**config.mk**
```make
export PLATFORM = sky130hd
export DESIGN_NAME = xspi_crc_retx_ctrl_flat
export DESIGN_NICKNAME = d
export VERILOG_FILES = /design/src/rtl/xspi_crc_pkg.sv /design/src/rtl/xspi_crc_retx_ctrl_if.sv /design/src/rtl/crc8.sv /design/src/rtl/xspi_crc_retx_ctrl.sv /design/src/flat_wrapper.sv
export SDC_FILE = /design/constraint.sdc
export NUM_CORES = 1
export LEC_CHECK = 0
export BUFFER_PORTS_ARGS = -buffer_cell sky130_fd_sc_hd__buf_2
export CAP_MARGIN = 30
export CELL_PAD_IN_SITES_DETAIL_PLACEMENT = 1
export CELL_PAD_IN_SITES_GLOBAL_PLACEMENT = 2
export CORE_UTILIZATION = 49
export DETAILED_ROUTE_END_ITERATION = 12
export PLACE_DENSITY = 0.91
export SLEW_MARGIN = 20
export SYNTH_ARGS = -nofsm -noshare
export SYNTH_HDL_FRONTEND = slang
export SYNTH_SLANG_ARGS = --single-unit
```
**constraint.sdc**
```tcl
create_clock -name clk -period 5.9 [get_ports clk]
set_input_delay 0.59 -clock clk [delete_from_list [all_inputs] [get_ports clk]]
set_output_delay 0.59 -clock clk [all_outputs]
set_load 0.005 [all_outputs]
```
**src/rtl/xspi_crc_pkg.sv**
```systemverilog
// rtl/xspi_crc_pkg.sv - shared types and constants for the xSPI CRC retransmit controller
// Purpose: controller state encoding, crc8 constants, ACK/NAK encoding and the
//          bytewise crc8 update function used by the crc8 engine.
// Ports:   none (package).
package xspi_crc_pkg;

  typedef enum logic [2:0] {
    ST_IDLE,
    ST_LOAD,
    ST_PREP,
    ST_SEND,
    ST_SEND_CRC,
    ST_WAIT_ACK
  } state_t;

  localparam logic [7:0] CRC8_POLY            = 8'h07;
  localparam logic [7:0] CRC8_INIT            = 8'h00;
  localparam logic [7:0] CRC8_CHECK_123456789 = 8'hF4;

  localparam logic ACK_OK  = 1'b1;
  localparam logic ACK_NAK = 1'b0;

  // MSB-first, non-reflected, no final xor: one full byte per call.
  function automatic logic [7:0] crc8_next(input logic [7:0] crc,
                                           input logic [7:0] data,
                                           input logic [7:0] poly);
    logic [7:0] c;
    c = crc ^ data;
    for (int i = 0; i < 8; i++) begin
      c = c[7] ? ((c << 1) ^ poly) : (c << 1);
    end
    return c;
  endfunction

endpackage

```
**src/rtl/xspi_crc_retx_ctrl_if.sv**
```systemverilog
// rtl/xspi_crc_retx_ctrl_if.sv - payload, link and response signals of the retransmit controller
// Purpose: bundles the payload input stream (s_*), the link output stream (m_*)
//          and the link response strobe (ack_*).
// Modports: master = controller side, slave = payload source / PHY side.
interface xspi_crc_retx_ctrl_if;
  logic       s_valid;
  logic [7:0] s_data;
  logic       s_last;
  logic       s_ready;
  logic       m_valid;
  logic [7:0] m_data;
  logic       m_last;
  logic       m_ready;
  logic       ack_valid;
  logic       ack_ok;

  modport master (
    input  s_valid, s_data, s_last, m_ready, ack_valid, ack_ok,
    output s_ready, m_valid, m_data, m_last
  );

  modport slave (
    output s_valid, s_data, s_last, m_ready, ack_valid, ack_ok,
    input  s_ready, m_valid, m_data, m_last
  );
endinterface

```
**src/rtl/crc8.sv**
```systemverilog
// rtl/crc8.sv - bytewise crc8 engine
// Purpose: accumulates a crc8 over bytes presented with enable; clear reloads INIT.
// Ports:   clk, rst (async, active-high), enable, clear, data_in[7:0], crc_out[7:0].
module crc8
  import xspi_crc_pkg::*;
#(
  parameter logic [7:0] POLY = CRC8_POLY,
  parameter logic [7:0] INIT = CRC8_INIT
) (
  input  logic       clk,
  input  logic       rst,
  input  logic       enable,
  input  logic       clear,
  input  logic [7:0] data_in,
  output logic [7:0] crc_out
);

  always_ff @(posedge clk or posedge rst) begin
    if (rst) begin
      crc_out <= INIT;
    end else if (clear) begin
      crc_out <= INIT;
    end else if (enable) begin
      crc_out <= crc8_next(crc_out, data_in, POLY);
    end
  end

endmodule

```
**src/rtl/xspi_crc_retx_ctrl.sv**
```systemverilog
// rtl/xspi_crc_retx_ctrl.sv - xSPI 8S transmit frame controller with crc8 and ACK/NAK retransmit
// Purpose: buffers one payload frame, streams it plus its crc8 byte to the PHY,
//          waits for ACK/NAK and retransmits on NAK or timeout up to MAX_RETRY times.
// Ports:   clk, rst (async, active-high); bus (master modport: s_* payload in,
//          m_* link out, ack_valid/ack_ok response); busy, done, fail, retry_cnt, trunc.
// Option:  CRC_ERR_INJECT_EN adds input inject_err; when set at the frame's first
//          accept, the first attempt carries a corrupted CRC byte (crc ^ 8'h01).
module xspi_crc_retx_ctrl
  import xspi_crc_pkg::*;
#(
  parameter int         MAX_LEN     = 16,
  parameter int         MAX_RETRY   = 3,
  parameter int         ACK_TIMEOUT = 255,
  parameter logic [7:0] POLY        = CRC8_POLY,
  localparam int        RW          = $clog2(MAX_RETRY + 1)
) (
  input  logic                  clk,
  input  logic                  rst,
  xspi_crc_retx_ctrl_if.master  bus,
`ifdef CRC_ERR_INJECT_EN
  input  logic                  inject_err,
`endif
  output logic                  busy,
  output logic                  done,
  output logic                  fail,
  output logic [RW-1:0]         retry_cnt,
  output logic                  trunc
);

  localparam int AW = (MAX_LEN > 1) ? $clog2(MAX_LEN) : 1;
  localparam int LW = $clog2(MAX_LEN + 1);
  localparam int TW = (ACK_TIMEOUT > 1) ? $clog2(ACK_TIMEOUT + 1) : 1;
  localparam logic [AW-1:0] LAST_IDX  = AW'(MAX_LEN - 1);
  localparam logic [TW-1:0] TO_LAST   = TW'(ACK_TIMEOUT - 1);
  localparam logic [RW-1:0] RETRY_MAX = RW'(MAX_RETRY);

  state_t        state, state_nx;
  logic [7:0]    frame_buf [MAX_LEN];
  logic [AW-1:0] wr_ptr, rd_ptr, wr_idx;
  logic [LW-1:0] len;
  logic [TW-1:0] to_cnt;
  logic [7:0]    crc_out;
  logic          crc_enable, crc_clear;
  logic          s_fire, m_fire, retry_go, crc_flip;

  // s_ready is forced low while rst is held so the IDLE state does not show it.
  assign bus.s_ready = !rst && (state == ST_IDLE || state == ST_LOAD);
  assign bus.m_valid = (state == ST_SEND) || (state == ST_SEND_CRC);
  assign s_fire      = bus.s_valid && bus.s_ready;
  assign m_fire      = bus.m_valid && bus.m_ready;
  assign busy        = (state != ST_IDLE);
  assign wr_idx      = (state == ST_IDLE) ? '0 : wr_ptr;

`ifdef CRC_ERR_INJECT_EN
  logic inj_q;
  always_ff @(posedge clk or posedge rst) begin
    if (rst) begin
      inj_q <= 1'b0;
    end else if (s_fire && state == ST_IDLE) begin
      inj_q <= inject_err;
    end
  end
  assign crc_flip = inj_q && (retry_cnt == '0);
`else
  assign crc_flip = 1'b0;
`endif

  crc8 #(.POLY(POLY), .INIT(CRC8_INIT)) u_crc8 (
    .clk     (clk),
    .rst     (rst),
    .enable  (crc_enable),
    .clear   (crc_clear),
    .data_in (bus.m_data),
    .crc_out (crc_out)
  );

  always_ff @(posedge clk or posedge rst) begin
    if (rst) state <= ST_IDLE;
    else     state <= state_nx;
  end

  always_comb begin
    state_nx   = state;
    bus.m_data = 8'h00;
    bus.m_last = 1'b0;
    crc_enable = 1'b0;
    crc_clear  = 1'b0;
    done       = 1'b0;
    fail       = 1'b0;
    retry_go   = 1'b0;
    case (state)
      ST_IDLE: begin
        if (s_fire) state_nx = bus.s_last ? ST_PREP : ST_LOAD;
      end
      ST_LOAD: begin
        if (s_fire && (bus.s_last || wr_ptr == LAST_IDX)) state_nx = ST_PREP;
      end
      ST_PREP: begin
        crc_clear = 1'b1;
        state_nx  = ST_SEND;
      end
      ST_SEND: begin
        bus.m_data = frame_buf[rd_ptr];
        if (m_fire) begin
          crc_enable = 1'b1;
          if (LW'(rd_ptr) == len - 1'b1) state_nx = ST_SEND_CRC;
        end
      end
      ST_SEND_CRC: begin
        // The last payload enable landed on the previous edge, so crc_out is final.
        bus.m_data = crc_out ^ {7'b0, crc_flip};
        bus.m_last = 1'b1;
        if (m_fire) state_nx = ST_WAIT_ACK;
      end
      ST_WAIT_ACK: begin
        // An ACK arriving on the timeout cycle takes priority.
        if (bus.ack_valid && bus.ack_ok == ACK_OK) begin
          done     = 1'b1;
          state_nx = ST_IDLE;
        end else if (bus.ack_valid || to_cnt == TO_LAST) begin
          if (retry_cnt < RETRY_MAX) begin
            retry_go = 1'b1;
            state_nx = ST_PREP;
          end else begin
            fail     = 1'b1;
            state_nx = ST_IDLE;
          end
        end
      end
      default: state_nx = ST_IDLE;
    endcase
  end

  always_ff @(posedge clk or posedge rst) begin
    if (rst) begin
      wr_ptr    <= '0;
      rd_ptr    <= '0;
      len       <= '0;
      to_cnt    <= '0;
      retry_cnt <= '0;
      trunc     <= 1'b0;
    end else begin
      if (s_fire) begin
        if (state == ST_IDLE) begin
          // First accept of a new frame: per-frame status starts over.
          wr_ptr    <= AW'(1);
          retry_cnt <= '0;
          trunc     <= 1'b0;
          if (bus.s_last) len <= LW'(1);
        end else begin
          wr_ptr <= wr_ptr + 1'b1;
          if (bus.s_last || wr_ptr == LAST_IDX) begin
            len   <= LW'(wr_ptr) + 1'b1;
            trunc <= !bus.s_last;
          end
        end
      end
      if (state == ST_PREP)  rd_ptr <= '0;
      else if (crc_enable)   rd_ptr <= rd_ptr + 1'b1;
      if (state == ST_SEND_CRC && m_fire) to_cnt <= '0;
      else if (state == ST_WAIT_ACK)      to_cnt <= to_cnt + 1'b1;
      if (retry_go) retry_cnt <= retry_cnt + 1'b1;
    end
  end

  always_ff @(posedge clk) begin
    if (s_fire) frame_buf[wr_idx] <= bus.s_data;
  end

endmodule
```
**src/flat_wrapper.sv**
```systemverilog
// flat-port wrapper written by rule: the top's interface ports become plain ports
module xspi_crc_retx_ctrl_flat import xspi_crc_pkg::*;
#(
  parameter int         MAX_LEN     = 16,
  parameter int         MAX_RETRY   = 3,
  parameter int         ACK_TIMEOUT = 255,
  parameter logic [7:0] POLY        = CRC8_POLY,
  localparam int        RW          = $clog2(MAX_RETRY + 1)
)
  (clk, rst, busy, done, fail, retry_cnt, trunc, bus_s_valid, bus_s_data, bus_s_last, bus_m_ready, bus_ack_valid, bus_ack_ok, bus_s_ready, bus_m_valid, bus_m_data, bus_m_last);
  xspi_crc_retx_ctrl_if bus_i ();
  input  logic clk;
  input  logic rst;
  output logic busy;
  output logic done;
  output logic fail;
  output logic [RW-1:0] retry_cnt;
  output logic trunc;
  input wire logic [$bits(bus_i.s_valid)-1:0] bus_s_valid;
  input wire logic [$bits(bus_i.s_data)-1:0] bus_s_data;
  input wire logic [$bits(bus_i.s_last)-1:0] bus_s_last;
  input wire logic [$bits(bus_i.m_ready)-1:0] bus_m_ready;
  input wire logic [$bits(bus_i.ack_valid)-1:0] bus_ack_valid;
  input wire logic [$bits(bus_i.ack_ok)-1:0] bus_ack_ok;
  output wire logic [$bits(bus_i.s_ready)-1:0] bus_s_ready;
  output wire logic [$bits(bus_i.m_valid)-1:0] bus_m_valid;
  output wire logic [$bits(bus_i.m_data)-1:0] bus_m_data;
  output wire logic [$bits(bus_i.m_last)-1:0] bus_m_last;
  assign bus_i.s_valid = bus_s_valid;
  assign bus_i.s_data = bus_s_data;
  assign bus_i.s_last = bus_s_last;
  assign bus_i.m_ready = bus_m_ready;
  assign bus_i.ack_valid = bus_ack_valid;
  assign bus_i.ack_ok = bus_ack_ok;
  assign bus_s_ready = bus_i.s_ready;
  assign bus_m_valid = bus_i.m_valid;
  assign bus_m_data = bus_i.m_data;
  assign bus_m_last = bus_i.m_last;
  xspi_crc_retx_ctrl #(.MAX_LEN(MAX_LEN), .MAX_RETRY(MAX_RETRY), .ACK_TIMEOUT(ACK_TIMEOUT), .POLY(POLY)) u_core (.clk(clk), .rst(rst), .bus(bus_i), .busy(busy), .done(done), .fail(fail), .retry_cnt(retry_cnt), .trunc(trunc));
endmodule
```
==> reports/results.txt, run 1 <==
In this run the static leakage power is 2.990 nW. The buffers plus inverters on the worst setup path is 1, and the sum of net half-perimeters after detailed placement is 11380 um. In the final routed layout, each cell accounts on average for 25.06 um. The count of endpoints failing hold in the final timing report is 0, and the global-route wire length before repair is 27510 um. The logs give 0 for the number of max-cap violations and 41.3% for the share of total power in sequential cells.

Pin placement for this block handled 32 I/O pins. The floorplan step defined a die boundary enclosing 0.01552 sq mm. Setup violations remaining at the end of the flow were counted as 0.

The number of nets handed over by synthesis was 504. After clock tree synthesis, the clock-pin slew on the worst setup and hold paths is 80 ps. The number of buffers created by CTS is 17. Hold is met by 166.2 ps. TritonCTS built the clock tree.

The final global-route overflow total was 0; the synthesis warning total was 0. The starting density of the core came out at 50.46%. In this run, post-CTS hold repair placed 0 buffers. The flow ran to the end, and the final reports show no timing, DRC or antenna violations. The area growth from synthesis to layout was 13.32%. The power density relative to cell area came out at 445.8 mW/mm^2. Entering global routing, the biggest net connects 35 pins. The cell count after synthesis came out at 483. For the part of the power in the clock network, the log shows 30.1%.

The clock period could shrink to 3375 ps. For the number of antenna violations at the first check in global routing, the log shows 0. In this run the standard cell core region covers 0.01459 sq mm. In the synthesized netlist the async set-or-reset flop fraction comes to 21.47%. Iteration count of the initial detailed-routing pass: 4. Family with the most delay on the worst path: multiplexers. The setup TNS after final layout was 0 ps. Setup repair after global routing left no endpoint under its margin. For the worst setup path, the data required time is 6190 ps. Nature of the critical path endpoint: a flop. The worst setup path is launched from a flop. The number of pins exceeding their max-slew limit in the final report is 0, and the proportion of layout cells with a drive suffix above 1 is 19.77%.

The total cell area at the placement stage was 0.007685 sq mm; the post-synthesis register bit count was 163. The post-route clock period utilization was 57.20%; the switching power was 1.266 mW. The detail route stage leaves a number of antenna-violating nets equal to 0. Leaving out fill and tap cells, the most frequent cell in the layout is sky130_fd_sc_hd__edfxtp_1. The port buffer count is 31.

Counting distinct cell types in the post-synthesis netlist gives 56. The aggregate global-route resource usage was 24.22%. The master of the slowest instance on the critical path is sky130_fd_sc_hd__dfrtp_2. A synthesized cell averages 15.24 sq um. Routability-driven placement finished with a final weighted congestion of 0.7604. For this run, the top clock speed supported by timing is 296.3 MHz. For this block, the routed nets add up to 17920 um of wire. At the later pin of the worst-skew pair, clock insertion delay measures 430 ps. The via density per instance is 6.133. STA puts the critical path data arrival time at 3660 ps. The H-tree was split into 4 levels. The switching power as a share of total power came out at 34.04%. The tree is rooted in a sky130_fd_sc_hd__clkbuf_16. At the end of the flow the core is filled with cells to 57.19%. The number of gates resized after CTS was 0. The clock net in this run drives a total of 163 sinks. At the pin with the least slew margin, the transition time is 1046 ps. Of all nets on the critical path, the largest fanout is 25. For the maximum count of clock buffers along a single path, the log shows 2. The worst clock skew came out at 18.24 ps. The share of synthesized area occupied by flip-flops and latches came out at 64.11%. The run gives 258.8 uV as the maximum resistive drop on vdd.

The most used flip-flop cell after synthesis was sky130_fd_sc_hd__edfxtp_1. The total number of vias was 4385. The die outline width came out at 124.6 um. Walking the worst path, the cells encountered are buf_12 -> mux4_1 -> mux4_2 -> nand2_1 -> mux2i_1 -> xor2_1 -> nor3_1 -> o211ai_1 -> o311ai_1. The internal portion of the total power is 2.454 mW. The design draws 3.720 mW. The min-delay analysis places its worst path in the category in2async. After the first detailed-routing iteration, the DRC count stood at 318. The number of antenna diodes was 0.

The count of standard-cell rows is 44, and the post-CTS setup buffer count is 0. For the total standard cell area after synthesis, the log shows 0.007362 sq mm. The tools report the net count of the finished layout as 539. In the layout the commonest cells are sky130_fd_sc_hd__edfxtp_1, sky130_fd_sc_hd__nand2_1, sky130_fd_sc_hd__dfrtp_1, sky130_fd_sc_hd__buf_2, sky130_fd_sc_hd__nor2_1. The maximum single-stage delay on the critical path works out to 610 ps. In this run the vertical extent of the chip is 124.6 um. The critical path in this run is classified as reg2reg.

Headroom to the max-slew limit came out at 30.01%. Per report_power, the combinational group accounts for 28.7% of the total. The number of design rule violations left after detail routing was 0; the via count of the first global-routing pass was 4681. With fillers left out, the area of the finished cells amounts to 0.008343 sq mm. Yosys mapped a number of flops with a built-in enable equal to 128.
## registers in the layout, summed over array words and instances, names as in the netlist
register	cells
u_core.rd_ptr	4
u_core.wr_ptr	4
u_core.len	5
u_core.trunc	1
u_core.u_crc8.crc_out	8
u_core.retry_cnt	2
u_core.to_cnt	8
u_core.frame_buf	128
u_core.state	3
## worst paths after layout
kind / from / end / slack [ps] / cells past startpoint
min in group clk: u_core.trunc / u_core.trunc / 510 / 1
min: rst / u_core.len[1] / 170 / 2
max reg2reg: u_core.rd_ptr[0] / u_core.u_crc8.crc_out[6] / 2530 / 9
min reg2reg: u_core.trunc / u_core.trunc / 510 / 1
max: u_core.rd_ptr[0] / u_core.u_crc8.crc_out[6] / 2530 / 9
max in group asynchronous: rst / u_core.rd_ptr[0] / 5000 / 3
## synth_stat cells (8+ instances only)
cell / n / share of area (%)
sky130_fd_sc_hd__xor2_1: 15 / 1.8
sky130_fd_sc_hd__o21ai_0: 18 / 1.2
sky130_fd_sc_hd__dfrtp_1: 35 / 12
sky130_fd_sc_hd__nand2b_1: 8 / 0.68
sky130_fd_sc_hd__mux2i_1: 12 / 1.6
sky130_fd_sc_hd__nor3_1: 8 / 0.54
sky130_fd_sc_hd__mux4_2: 13 / 4.0
sky130_fd_sc_hd__edfxtp_1: 128 / 52
sky130_fd_sc_hd__nand3_1: 18 / 1.2
sky130_fd_sc_hd__a21oi_1: 15 / 1.0
sky130_fd_sc_hd__nor2_1: 26 / 1.3
sky130_fd_sc_hd__xnor2_1: 14 / 1.7
sky130_fd_sc_hd__nand2_1: 38 / 1.9
sky130_fd_sc_hd__mux4_1: 22 / 7.9
sky130_fd_sc_hd__clkbuf_1: 13 / 0.66
sky130_fd_sc_hd__inv_1: 9 / 0.46
## metal layers
metal | routed length [um] | track usage (%) | part of all wire (%) | up-vias
met5 | 0 | 0 | 0 | -
met4 | 392 | 10.42 | 2.2 | 0
met3 | 968 | 4.253 | 5.4 | 26
met2 | 9327 | 41.34 | 52 | 139
met1 | 7230 | 30.40 | 40 | 2276
li1 | - | - | - | 1944
## cells by family after synthesis
kind of cell / synth area share (%)
flip-flops: 64.11
XOR/XNOR: 3.450
AND/OR/NAND/NOR: 9.110
AO/OA/AOI/OAI: 5.727
multiplexers: 13.77
adder cells (fa/ha/maj): 1.020
buffers and inverters: 2.821
## final cells by class
class / count / area, sq um
Fill cell: 1336 / 6246
Clock buffer: 17 / 425.4
Inverter: 9 / 33.78
Sequential cell: 163 / 4721
Clock inverter: 15 / 190.2
Timing Repair Buffer: 44 / 265.3
Multi-Input combinational cell: 283 / 2477
Tap cell: 184 / 230.2
## power by group through the flow
stage,clock network (mW),registers (mW),logic [mW]
4_1_cts,1.13,1.53,1.08
5_1_grt,1.17,1.56,1.17
3_5_place_dp,0,1.55,1.05
3_3_place_gp,0,1.58,0.937
2_1_floorplan,0,1.44,0.904
6_report,1.12,1.53,1.07
## through the flow
| step | std cells | setup WS (ps) |
|---|---|---|
| after CTS | 710 | 2464 |
| after detailed placement | 678 | 2566 |
| final | 715 | 2525 |
| after global placement | 676 | 2402 |
| after floorplan | 483 | 3118 |
| after global routing | 715 | 2290 |
(Power assumes the default switching activity.)
==> inputs of run 2 (changes only) <==
--- a/config.mk
+++ b/config.mk
@@ -9,9 +9,9 @@
 export CAP_MARGIN = 30
 export CELL_PAD_IN_SITES_DETAIL_PLACEMENT = 1
 export CELL_PAD_IN_SITES_GLOBAL_PLACEMENT = 2
-export CORE_UTILIZATION = 49
+export CORE_UTILIZATION = 41
 export DETAILED_ROUTE_END_ITERATION = 12
-export PLACE_DENSITY = 0.91
+export PLACE_DENSITY = 0.82
 export SLEW_MARGIN = 20
 export SYNTH_ARGS = -nofsm -noshare
 export SYNTH_HDL_FRONTEND = slang
==> constraint.sdc (replaced) <==
create_clock -name clk -period 2.9 [get_ports clk]
set_input_delay 0.29 -clock clk [delete_from_list [all_inputs] [get_ports clk]]
set_output_delay 0.29 -clock clk [all_outputs]
set_load 0.005 [all_outputs]
==> run 2 against run 1 <==
Sequential power increased by 98%. Highest routed layer unchanged. Design area increased by 3.4%. Largest power group unchanged. Combinational power increased by 140%. Critical endpoint is now bus_m_data[3].
==> reports/results.txt, run 2 (same netlist as run 1, synthesis figures left out) <==
The run finished with clean final reports. The placeable core region is 0.01742 sq mm (was 0.01459 sq mm). Largest registers: u_core.frame_buf x128, u_core.to_cnt x8, u_core.u_crc8.crc_out x8 (unchanged). Static timing analysis puts the maximum clock frequency at 351.5 MHz.

Sequence of cells on the critical path: buf_4 -> buf_12 -> mux4_1 -> mux4_2 -> nand2_2 -> buf_4 -> nand2_1 -> buf_2 (was buf_12 -> mux4_1 -> mux4_2 -> nand2_1 -> mux2i_1 -> xor2_1 -> nor3_1 -> o211ai_1 -> o311ai_1). The tools report the global-route wire length before repair as 26650 um (was 27510 um). The tools report the number of levels the H-tree was split into as 4 (unchanged). For the count of standard-cell rows, the log shows 48 (was 44). The largest net degree at the start of global routing is 35 (unchanged), and the number of max-cap violations is 0 (unchanged). The flip-flop count of the largest register, all copies and words added was 128 (unchanged); the cell depth of the worst flop-to-flop path was 9 (unchanged). The final-report setup violation count was 0 (unchanged). The die outline width was 136 um (was 124.6 um); the number of pins exceeding their max-slew limit in the final report was 0 (unchanged). The time the worst path needs with I/O delays and setup was 2845 ps; the number of antenna-violating nets in the routed design was 0 (unchanged).

For the number of design rule violations left after detail routing, the log shows 0 (unchanged). The via density per instance works out to 5.555 (was 6.133). The power density relative to cell area works out to 893.4 mW/mm^2 (was 445.8 mW/mm^2). The highest net fanout along the worst path came out at 7 (was 25). The count of clock tree sinks came out at 163 (unchanged). The post-detailed-routing wire length is 17270 um (was 17920 um). The critical path startpoint category is a flop (unchanged). The logs give 32 (unchanged) for the number of top-level pins and 0 (unchanged) for the count of endpoints failing hold in the final timing report. Along the worst hold path, the cell count comes to 3.

The violation count after the first detailed-route iteration was 255 (was 318); the final RePlAce weighted congestion was 0.7983 (was 0.7604). The maximum resistive drop on vdd was 449.2 uV (was 258.8 uV). TritonCTS built the clock tree.

The internal power was 5.216 mW (was 2.454 mW). For the number of buffers created by CTS, the log shows 17 (unchanged). The worst slew slack as a fraction of its limit is 57.78% (was 30.01%). The final global-route overflow total came out at 0 (unchanged). Register ranked first by flip-flop count: u_core.frame_buf (unchanged).

The logs give 0.01850 sq mm (was 0.01552 sq mm) for the area of the die and 3.132 nW (was 2.990 nW) for the standby leakage power. The commonest non-fill, non-tap cell in the layout was sky130_fd_sc_hd__edfxtp_1 (unchanged). The switching power as a share of total power works out to 32.29% (was 34.04%). The tools report the iteration count of the initial detailed-routing pass as 4 (unchanged). The type of the worst setup path is reg2out (was reg2reg). The worst clock skew was 8.444 ps (was 18.24 ps). The fraction of power consumed by combinational cells is 32.9% (was 28.7%).

The post-detailed-route wirelength per cell is 21.83 um (was 25.06 um). The nature of the critical path endpoint is an output pin (was a flop). The worst path arrival time is 2550 ps (was 3660 ps). The number of antenna violations at the first check in global routing was 0 (unchanged); the aggregate global-route resource usage was 20.09% (was 24.22%). Type of the most critical hold path: in2reg (was in2async). The master of the slowest instance on the critical path was sky130_fd_sc_hd__mux4_1 (was sky130_fd_sc_hd__dfrtp_2). The logs give 4394 (was 4385) for the total number of vias and 4576 (was 4681) for the via count of the first global-routing pass. The chip height is 136 um (was 124.6 um). Insertion delay to the later sink of the worst-skew pair: 430 ps (about the same). The maximum count of clock buffers along a single path is 2 (unchanged), and the clock edge transition at the registers on the reported setup and hold paths is 70 ps (was 80 ps).

The net count of the finished layout was 574 (was 539); the measured slew at the worst slew-check pin was 626.6 ps (was 1046 ps). The proportion of layout cells with a drive suffix above 1 works out to 24.38% (was 19.77%). The tools report the worst hold slack as 218.8 ps (was 166.2 ps). The number of antenna diodes was 0 (unchanged). The maximum single-stage delay on the critical path came out at 550 ps (was 610 ps). The area growth from synthesis to layout is 17.13% (was 13.32%), and the switching power is 2.487 mW (was 1.266 mW). The port buffer count came out at 31 (unchanged).

Share of total power in sequential cells: 39.4% (was 41.3%). The setup TNS after final layout came out at 0 ps (unchanged). Most frequent cells in the layout: sky130_fd_sc_hd__edfxtp_1, sky130_fd_sc_hd__buf_4, sky130_fd_sc_hd__nand2_1, sky130_fd_sc_hd__dfrtp_1, sky130_fd_sc_hd__buf_2 (was sky130_fd_sc_hd__edfxtp_1, sky130_fd_sc_hd__nand2_1, sky130_fd_sc_hd__dfrtp_1, sky130_fd_sc_hd__buf_2, sky130_fd_sc_hd__nor2_1).

The tools report the buffer type at the clock tree root as sky130_fd_sc_hd__clkbuf_16 (unchanged). The part of the power in the clock network is 27.7% (was 30.1%). The sum of net half-perimeters after detailed placement was 11730 um (was 11380 um). The starting density of the core was 42.27% (was 50.46%). The cell that appears most often on the critical path is sky130_fd_sc_hd__buf_4. Of the available clock period, the critical path in the final layout requires 98.09%. The run gives 2610 ps (was 6190 ps) as the required time of the critical path.

Setup repair after global routing could not meet its margin everywhere.
run 2: changes by cell type in the layout (fill, tap and decap cells not counted), moves of 3 or more:
cell,before,now
sky130_fd_sc_hd__mux4_1,22,19
sky130_fd_sc_hd__buf_12,1,4
sky130_fd_sc_hd__inv_6,1,4
sky130_fd_sc_hd__nor3_2,3,0
sky130_fd_sc_hd__nor3_1,5,8
sky130_fd_sc_hd__clkinv_8,4,0
sky130_fd_sc_hd__mux4_2,13,16
sky130_fd_sc_hd__buf_4,12,43
run 2: cell type report:
class / instances / area [sq um]
clock buffers: 18 / 429.2
clock inverters: 14 / 128.9
fillers: 1703 / 8793
inverters: 9 / 33.78
multi-input cells: 283 / 2461
flip-flops and latches: 163 / 4721
well taps: 225 / 281.5
repair buffers: 79 / 568.0
run 2: final timing paths:
path | from | to | slack [ps]
worst max-delay path | u_core.rd_ptr[0] | bus_m_data[3] | 60
worst min-delay path | bus_s_last | u_core.trunc | 220
worst max register to register | u_core.rd_ptr[0] | u_core.u_crc8.crc_out[6] | 80
worst min register to register | u_core.trunc | u_core.trunc | 490
max in group asynchronous | rst | u_core.rd_ptr[0] | 1700
min in group asynchronous | rst | u_core.wr_ptr[0] | 460
run 2: stage by stage:
step                util (%)  power [mW]  cells  setup WS, ps  area (sq um)
CTS                    49.31       7.692    788         22.04          8588
global route           49.51       8.106    791        -50.48          8623
global placement       45.65       5.340    750         39.66          7950
detailed placement     45.78       5.449    753        -54.90          7973
floorplan                  -       4.777    483         117.7          7362
finish                 49.51       7.704    791         55.28          8623
run 2: worst max-delay path, delay by kind of cell (launching register included):
| family | cells | cell delay (ps) |
|---|---|---|
| multiplexers | 2 | 1050 |
| flip-flops | 1 | 400 |
| AND/OR/NAND/NOR | 2 | 150 |
| buffers and inverters | 4 | 530 |
run 2: metal layers:
| metal | vias up | global-route usage (%) | routed length (um) | share of wire [%] |
|---|---|---|---|---|
| li1 | 2014 | - | - | - |
| met1 | 2271 | 26.04 | 7523 | 44 |
| met2 | 91 | 33.76 | 8815 | 51 |
| met3 | 18 | 3.878 | 727 | 4.2 |
| met4 | 0 | 6.667 | 202 | 1.2 |
| met5 | - | 0 | 0 | 0 |
run 2: what timing repair did:
action / in CTS / in global routing
hold buffers: 1 / 0
pin swaps: 0 / 5
gates resized for setup: 8 / 5
buffers inserted: 2 / 3
endpoints found under the hold margin: 12 / 0
gates cloned: 0 / 0
endpoints found under the setup margin: 4 / 8
run 2: power groups by stage:
stage	clock network [mW]	registers (mW)	logic [mW]
after floorplan	0	2.94	1.84
after global placement	0	3.05	2.29
after detailed placement	0	3.07	2.38
after CTS	2.19	3.03	2.48
after global routing	2.26	3.07	2.77
final	2.13	3.03	2.54
